===== config.mk =====
export PLATFORM = sky130hd
export DESIGN_NAME = food_ctrl_flat
export DESIGN_NICKNAME = d
export VERILOG_FILES = /design/src/rtl/food_if.sv /design/src/rtl/food_ctrl.sv /design/src/flat_wrapper.sv
export SDC_FILE = /design/constraint.sdc
export NUM_CORES = 1
export LEC_CHECK = 0
export CAP_MARGIN = 20
export CORE_MARGIN = 10
export CORE_UTILIZATION = 56
export DETAILED_ROUTE_END_ITERATION = 10
export GPL_ROUTABILITY_DRIVEN = 0
export GPL_TIMING_DRIVEN = 1
export PLACE_DENSITY_LB_ADDON = 0.05
export SYNTH_ARGS = -nofsm -noshare
export SYNTH_HDL_FRONTEND = slang
export SYNTH_SLANG_ARGS = --single-unit

===== constraint.sdc =====
create_clock -name clk -period 3.1 [get_ports clk]
set_clock_uncertainty 0.15 [all_clocks]
set_input_delay 0.465 -clock clk [delete_from_list [all_inputs] [get_ports clk]]
set_output_delay 0.465 -clock clk [all_outputs]
set_load 0.05 [all_outputs]

===== src/rtl/food_if.sv =====
// food_if: food controller handshake bundle (request, tracker query, placement status)
interface food_if;
  logic       eaten;
  logic [7:0] rnd_pos;
  logic       occ_req;
  logic [7:0] occ_pos;
  logic       occ_ack;
  logic       occ_hit;
  logic [7:0] food_pos;
  logic       food_valid;
  logic       done;
  logic       board_full;
  logic       busy;
  modport master (
    output eaten, rnd_pos, occ_ack, occ_hit,
    input  occ_req, occ_pos, food_pos, food_valid, done, board_full, busy
  );
  modport slave (
    input  eaten, rnd_pos, occ_ack, occ_hit,
    output occ_req, occ_pos, food_pos, food_valid, done, board_full, busy
  );
endinterface


===== src/rtl/food_ctrl.sv =====
// food_ctrl: places food on a free cell, random candidates first, then a linear scan
module food_ctrl #(
  parameter int MAX_TRIES = 8
) (
  input logic clk,
  input logic rst,
  food_if.slave f
);
  localparam logic [2:0] INIT = 3'd0, SAMPLE = 3'd1, QUERY = 3'd2, COMMIT = 3'd3, IDLE = 3'd4;
  logic [2:0] state;
  logic [7:0] cand;
  logic [7:0] next_cand;
  logic [3:0] try_cnt;
  logic [8:0] scan_cnt;
  logic       scan;
  assign next_cand = scan ? cand + 8'd1 : f.rnd_pos;
  assign f.busy = state != IDLE;
  always_ff @(posedge clk) begin
    if (rst) begin
      state        <= INIT;
      cand         <= 8'h00;
      try_cnt      <= 4'd0;
      scan_cnt     <= 9'd0;
      scan         <= 1'b0;
      f.occ_req    <= 1'b0;
      f.occ_pos    <= 8'h00;
      f.food_pos   <= 8'h00;
      f.food_valid <= 1'b0;
      f.done       <= 1'b0;
      f.board_full <= 1'b0;
    end else begin
      f.done <= 1'b0;
      case (state)
        INIT: state <= SAMPLE;
        SAMPLE: begin
          cand      <= next_cand;
          f.occ_pos <= next_cand;
          f.occ_req <= 1'b1;
          if (scan) scan_cnt <= scan_cnt + 9'd1;
          else try_cnt <= try_cnt + 4'd1;
          state <= QUERY;
        end
        QUERY: if (f.occ_ack) begin
          f.occ_req <= 1'b0;
          if (!f.occ_hit) state <= COMMIT;
          else if (scan && scan_cnt == 9'd256) begin
            // every cell was probed and all were taken: keep the old food_pos
            state        <= IDLE;
            f.board_full <= 1'b1;
            f.food_valid <= 1'b0;
          end else begin
            if (!scan && int'(try_cnt) >= MAX_TRIES) scan <= 1'b1;
            state <= SAMPLE;
          end
        end
        COMMIT: begin
          f.food_pos   <= cand;
          f.food_valid <= 1'b1;
          f.done       <= 1'b1;
          state        <= IDLE;
        end
        IDLE: if (f.eaten) begin
          f.food_valid <= 1'b0;
          f.board_full <= 1'b0;
          try_cnt      <= 4'd0;
          scan_cnt     <= 9'd0;
          scan         <= 1'b0;
          state        <= SAMPLE;
        end
        default: state <= INIT;
      endcase
    end
  end
endmodule


===== src/flat_wrapper.sv =====
// flat-port wrapper written by rule: the top's interface ports become plain ports
module food_ctrl_flat 
#(
  parameter int MAX_TRIES = 8
)
  (clk, rst, f_eaten, f_rnd_pos, f_occ_ack, f_occ_hit, f_occ_req, f_occ_pos, f_food_pos, f_food_valid, f_done, f_board_full, f_busy);
  food_if f_i ();
  input logic clk;
  input logic rst;
  input wire logic [$bits(f_i.eaten)-1:0] f_eaten;
  input wire logic [$bits(f_i.rnd_pos)-1:0] f_rnd_pos;
  input wire logic [$bits(f_i.occ_ack)-1:0] f_occ_ack;
  input wire logic [$bits(f_i.occ_hit)-1:0] f_occ_hit;
  output wire logic [$bits(f_i.occ_req)-1:0] f_occ_req;
  output wire logic [$bits(f_i.occ_pos)-1:0] f_occ_pos;
  output wire logic [$bits(f_i.food_pos)-1:0] f_food_pos;
  output wire logic [$bits(f_i.food_valid)-1:0] f_food_valid;
  output wire logic [$bits(f_i.done)-1:0] f_done;
  output wire logic [$bits(f_i.board_full)-1:0] f_board_full;
  output wire logic [$bits(f_i.busy)-1:0] f_busy;
  assign f_i.eaten = f_eaten;
  assign f_i.rnd_pos = f_rnd_pos;
  assign f_i.occ_ack = f_occ_ack;
  assign f_i.occ_hit = f_occ_hit;
  assign f_occ_req = f_i.occ_req;
  assign f_occ_pos = f_i.occ_pos;
  assign f_food_pos = f_i.food_pos;
  assign f_food_valid = f_i.food_valid;
  assign f_done = f_i.done;
  assign f_board_full = f_i.board_full;
  assign f_busy = f_i.busy;
  food_ctrl #(.MAX_TRIES(MAX_TRIES)) u_core (.clk(clk), .rst(rst), .f(f_i));
endmodule

# Word-level counts from Yosys, hierarchy flattened
# Cells that the tools add are included.
[classes]
n_reduce_logical = 15
n_eq_ne = 14
n_mux = 29
n_lt_le_gt_ge = 1
addsub = 3
[ops]
columns = ["cell", "n"]
rows = [
  ["$mux 9", 2],
  ["$pmux 9 s2", 1],
  ["$pmux 3 s5", 1],
  ["$mux 1", 13],
  ["$mux 3", 4],
  ["$ne 2x2->1 const B", 5],
  ["$reduce_and 5->1", 2],
  ["$add 9x1->9 const B", 1],
  ["$eq 9x9->1 const B", 1],
  ["$add 8x1->8 const B", 1],
  ["$mux 4", 2],
  ["$mux 8", 1],
  ["$pmux 4 s2", 1],
  ["$eq 3x2->1 const B", 2],
  ["$ne 2x1->1 const B", 3],
  ["$pmux 1 s2", 3],
  ["$reduce_and 3->1", 2],
  ["$reduce_and 6->1", 1],
  ["$reduce_bool 2->1", 3],
  ["$add 4x1->4 const B", 1],
  ["$ge 4x4->1 const B", 1],
  ["$reduce_and 2->1", 2],
  ["$eq 3x1->1 const B", 1],
  ["$eq 3x3->1 const B", 1],
  ["6 further kinds", 7],
]
[word_totals]
register_bits = 37
in_bits = 13
elab_cells = 72
out_inout_bits = 21

# Longest topological paths before layout
[logic_depth]
ltp_word = 7
depth_mapped = 6
mapped_depth_nobuf = 6

# Worst setup path before layout
# OpenSTA, ideal clock, no wires.
[synth_timing]
path_type = "register -> register"
startpoint = "register u_core.cand[1]"
endpoint = "register u_core.cand[6]"
stages_incl_launch_ff = 6
n_path_buf = 0
setup_time_ns = 0.092
period_less_slack_ns = 1.906
required_time_ns = 2.858
arrival_time_ns = 1.664
path_slack_ns = 1.194
cell_sequence = "dfxtp_1 ha_1 and3_1 nand3_1 o31a_1 o32ai_1"
[synth_between]
elab_chain_cells = 2
[synth_lines]
columns = ["item", "line_no", "rtl"]
rows = [
  ["start: declaration", "food_ctrl.sv:11", "logic [7:0] cand;"],
  ["start signal: assignment", "food_ctrl.sv:36", "cand <= next_cand;"],
  ["$add 8x1->8", "food_ctrl.sv:16", "assign next_cand = scan ? cand + 8'd1 : f.rnd_pos;"],
  ["$mux 8", "food_ctrl.sv:16", ""],
]
# No other way between the ends.
# A chain may end at the register's enable or synchronous reset.

# Final worst setup path
[layout_timing]
startpoint = "register u_core.state[1]"
endpoint = "output port f_busy"
[layout_between]
elab_chain_cells = 1
[layout_lines]
columns = ["item", "line_no", "rtl"]
rows = [
  ["start: declaration", "food_ctrl.sv:10", "logic [2:0] state;"],
  ["start signal: assignment", "food_ctrl.sv:20", "state <= INIT;"],
  ["start signal: assignment", "food_ctrl.sv:34", "INIT: state <= SAMPLE;"],
  ["start signal: assignment", "food_ctrl.sv:41", "state <= QUERY;"],
  ["$ne 3x3->1", "food_ctrl.sv:17", "assign f.busy = state != IDLE;"],
  ["end: declaration", "flat_wrapper.sv:20", "output wire logic [$bits(f_i.busy)-1:0] f_busy;"],
]
# No other way between the ends.

==> results.json <==
{
  "detail_route.wl_per_cell_um": 14.6,
  "vias": 1594,
  "clkSinkCount": 37,
  "fp.dieH_um": 77.7,
  "cp.arrival_ns": 2.14,
  "nets": 259,
  "cts_root_buf": "clkbuf_4",
  "cts_inserted_buffers": 5,
  "synthDistinctLibCells": 52,
  "power.density_nw_per_um2": 424,
  "place.detailed.hpwl_um": 3110,
  "ios": 34,
  "yosys_warnings": 0,
  "ctsResizeCount": 0,
  "ys_seq_area_share_pct": 39.7,
  "synthTopCellsByCount": "dfxtp_1, nor2_1, nand2_1",
  "holdBufCountCts": 0,
  "finalCritPeriodShare_pct": 88.7,
  "drive_gt1_share_pct": 8.23,
  "core_um2": 3130,
  "synth_edf_count": 0,
  "syn_area_um2": 1870,
  "fillers": 249,
  "grt_first_pass_wirelength_um": 7130,
  "synth_area_leaders": "dfxtp_1, mux2i_1, nor2_1",
  "dieWidth_um": 77.7,
  "drc": 0,
  "max-vdd-ir-drop_mv": 0.387,
  "layout_min_cycle_time_ns": 2.75,
  "drv_cap": 0,
  "ant_nets": 0,
  "synth-async-reset-ratio_pct": 0,
  "ys.flop_type": "dfxtp_1",
  "viasPerCell": 5.55,
  "dieArea_um2": 6040,
  "dpl_cell_area_um2": 2210,
  "start_kind": "register",
  "clock_path_buffers": 2,
  "first_global_vias": 1585,
  "setup_tns_ns": 0,
  "rsz0062_at_grt": "false",
  "overflow": 0,
  "clock_latency_ns": 0.33,
  "status": "completed",
  "syn_inst": 212,
  "worst_hold_slack_ns": 0.337,
  "track_usage_pct": 13.9,
  "ys_ff_latch": 37,
  "synth_most_common_cell": "dfxtp_1",
  "max_freq_ghz": 0.364,
  "cts.htree.levels": 2,
  "critPathCaptureType": "output pin",
  "post-route-util_pct": 72.3,
  "cts_tree": "done",
  "grt_max_degree": 26,
  "tightestPinTransition_ns": 0.678,
  "cts_setup_buffers": 0,
  "required_ns": 2.48,
  "postSynthAreaPerCell_um2": 8.80,
  "rows": 20,
  "power.leakage_uw": 0.000848,
  "fin_area_um2": 2260,
  "worstSetupPathType": "register to output pin",
  "yosys.area.top_type": "dfxtp_1",
  "setup_viol": 0,
  "antenna_found_initial": 0,
  "max_slew_margin_pct": 54.8,
  "wl_um": 4180,
  "critPathSlowestCell": "clkdlybuf4s50_1",
  "hold_viol_final": 0,
  "drtPass1Iterations": 4,
  "slowest_delay_ns": 0.80,
  "port_buffers": 33,
  "synth_top_cell_area_share_pct": 39.7,
  "crit_fanout": 18,
  "cp_cell_sequence": "nor3b_2 -> inv_1 -> clkdlybuf4s50_1",
  "syn2layout_area_growth_pct": 21.2,
  "antennaDiodeCount": 0,
  "drv_slew": 0,
  "synthesis.nets": 229,
  "path_clk_slew_ns": 0.10,
  "drtIter0Drc": 97,
  "initial_core_util_pct": 59.6,
  "hold_class": "register to register"
}
## sequential cells by signal (all words and copies together) (netlist names)
register and flops:
u_core.scan_cnt 9, u_core.cand 8, u_core.f.food_pos 8, u_core.try_cnt 4, u_core.state 3, u_core.f.board_full 1, u_core.f.done 1, u_core.f.food_valid 1
u_core.f.occ_req 1, u_core.scan 1
## kinds of logic (layout without fill, tap and decap cells)
family / Yosys count / count (layout) / synth area share [%]
compound gates: 46 / 46 / 18.1
xor+xnor: 9 / 9 / 4.23
fa+ha+maj: 4 / 4 / 2.68
buf+inv: 23 / 54 / 5.30
flops: 37 / 37 / 39.7
mux: 12 / 12 / 6.51
simple gates: 81 / 81 / 23.5
## stage by stage
| stage | std cells | setup slack, ns | power, µW |
|---|---|---|---|
| 3_5_place_dp | 279 | 0.718 | 731 |
| 4_1_cts | 287 | 0.337 | 966 |
| 5_1_grt | 287 | 0.226 | 1000 |
| 3_3_place_gp | 279 | 0.772 | 725 |
| 2_1_floorplan | 212 | 1.19 | 667 |
| 6_report | 287 | 0.350 | 959 |
## critical path, delay by kind of cell (launching register included)
kind	cells	cell delay, ns
simple gates	1	0.15
flops	1	0.77
buf+inv	2	0.88
## layer usage
metal	global-route usage (%)	part of all wire, %
met5	0	0
met1	14.3	40
met4	5.84	1.2
met3	4.03	5.7
met2	25.6	53
## power breakdown
group          switching (µW)  internal [µW]
sequential               33.5            496
clock                     147           90.5
combinational             109           81.5
total                     290            668
## final timing paths
kind	start	endpoint	slack [ns]	depth (start not counted)
worst min-delay path	u_core.f.board_full	u_core.f.board_full	0.34	1
worst max register to register	u_core.state[1]	u_core.f.food_valid	1.07	3
worst max-delay path	u_core.state[1]	f_busy	0.35	3
worst min register to register	u_core.f.board_full	u_core.f.board_full	0.34	1
## layout by cell type, fill, tap and decap left out, drive strengths merged, types with 5 or more instances in the layout
| cell type | synthesis | final |
|---|---|---|
| mux2i | 11 | 11 |
| dfxtp | 37 | 37 |
| xnor2 | 9 | 9 |
| a21oi | 12 | 12 |
| clkbuf | 5 | 8 |
| and3 | 5 | 5 |
| o21ai | 9 | 9 |
| nand2 | 13 | 13 |
| nor2 | 29 | 29 |
| inv | 10 | 10 |
| a211oi | 8 | 8 |
| clkdlybuf4s50 | 0 | 33 |
## layout make-up
type / instances / area, µm² / share of cell area [%]
repair buffers: 36 / 353 / 15.6
inverters: 10 / 37.5 / 1.66
clock buffers: 8 / 48.8 / 2.16
well taps: 44 / 55.1 / 2.43
multi-input cells: 152 / 1030 / 45.4
flip-flops and latches: 37 / 741 / 32.8
(Power assumes the default switching activity.)
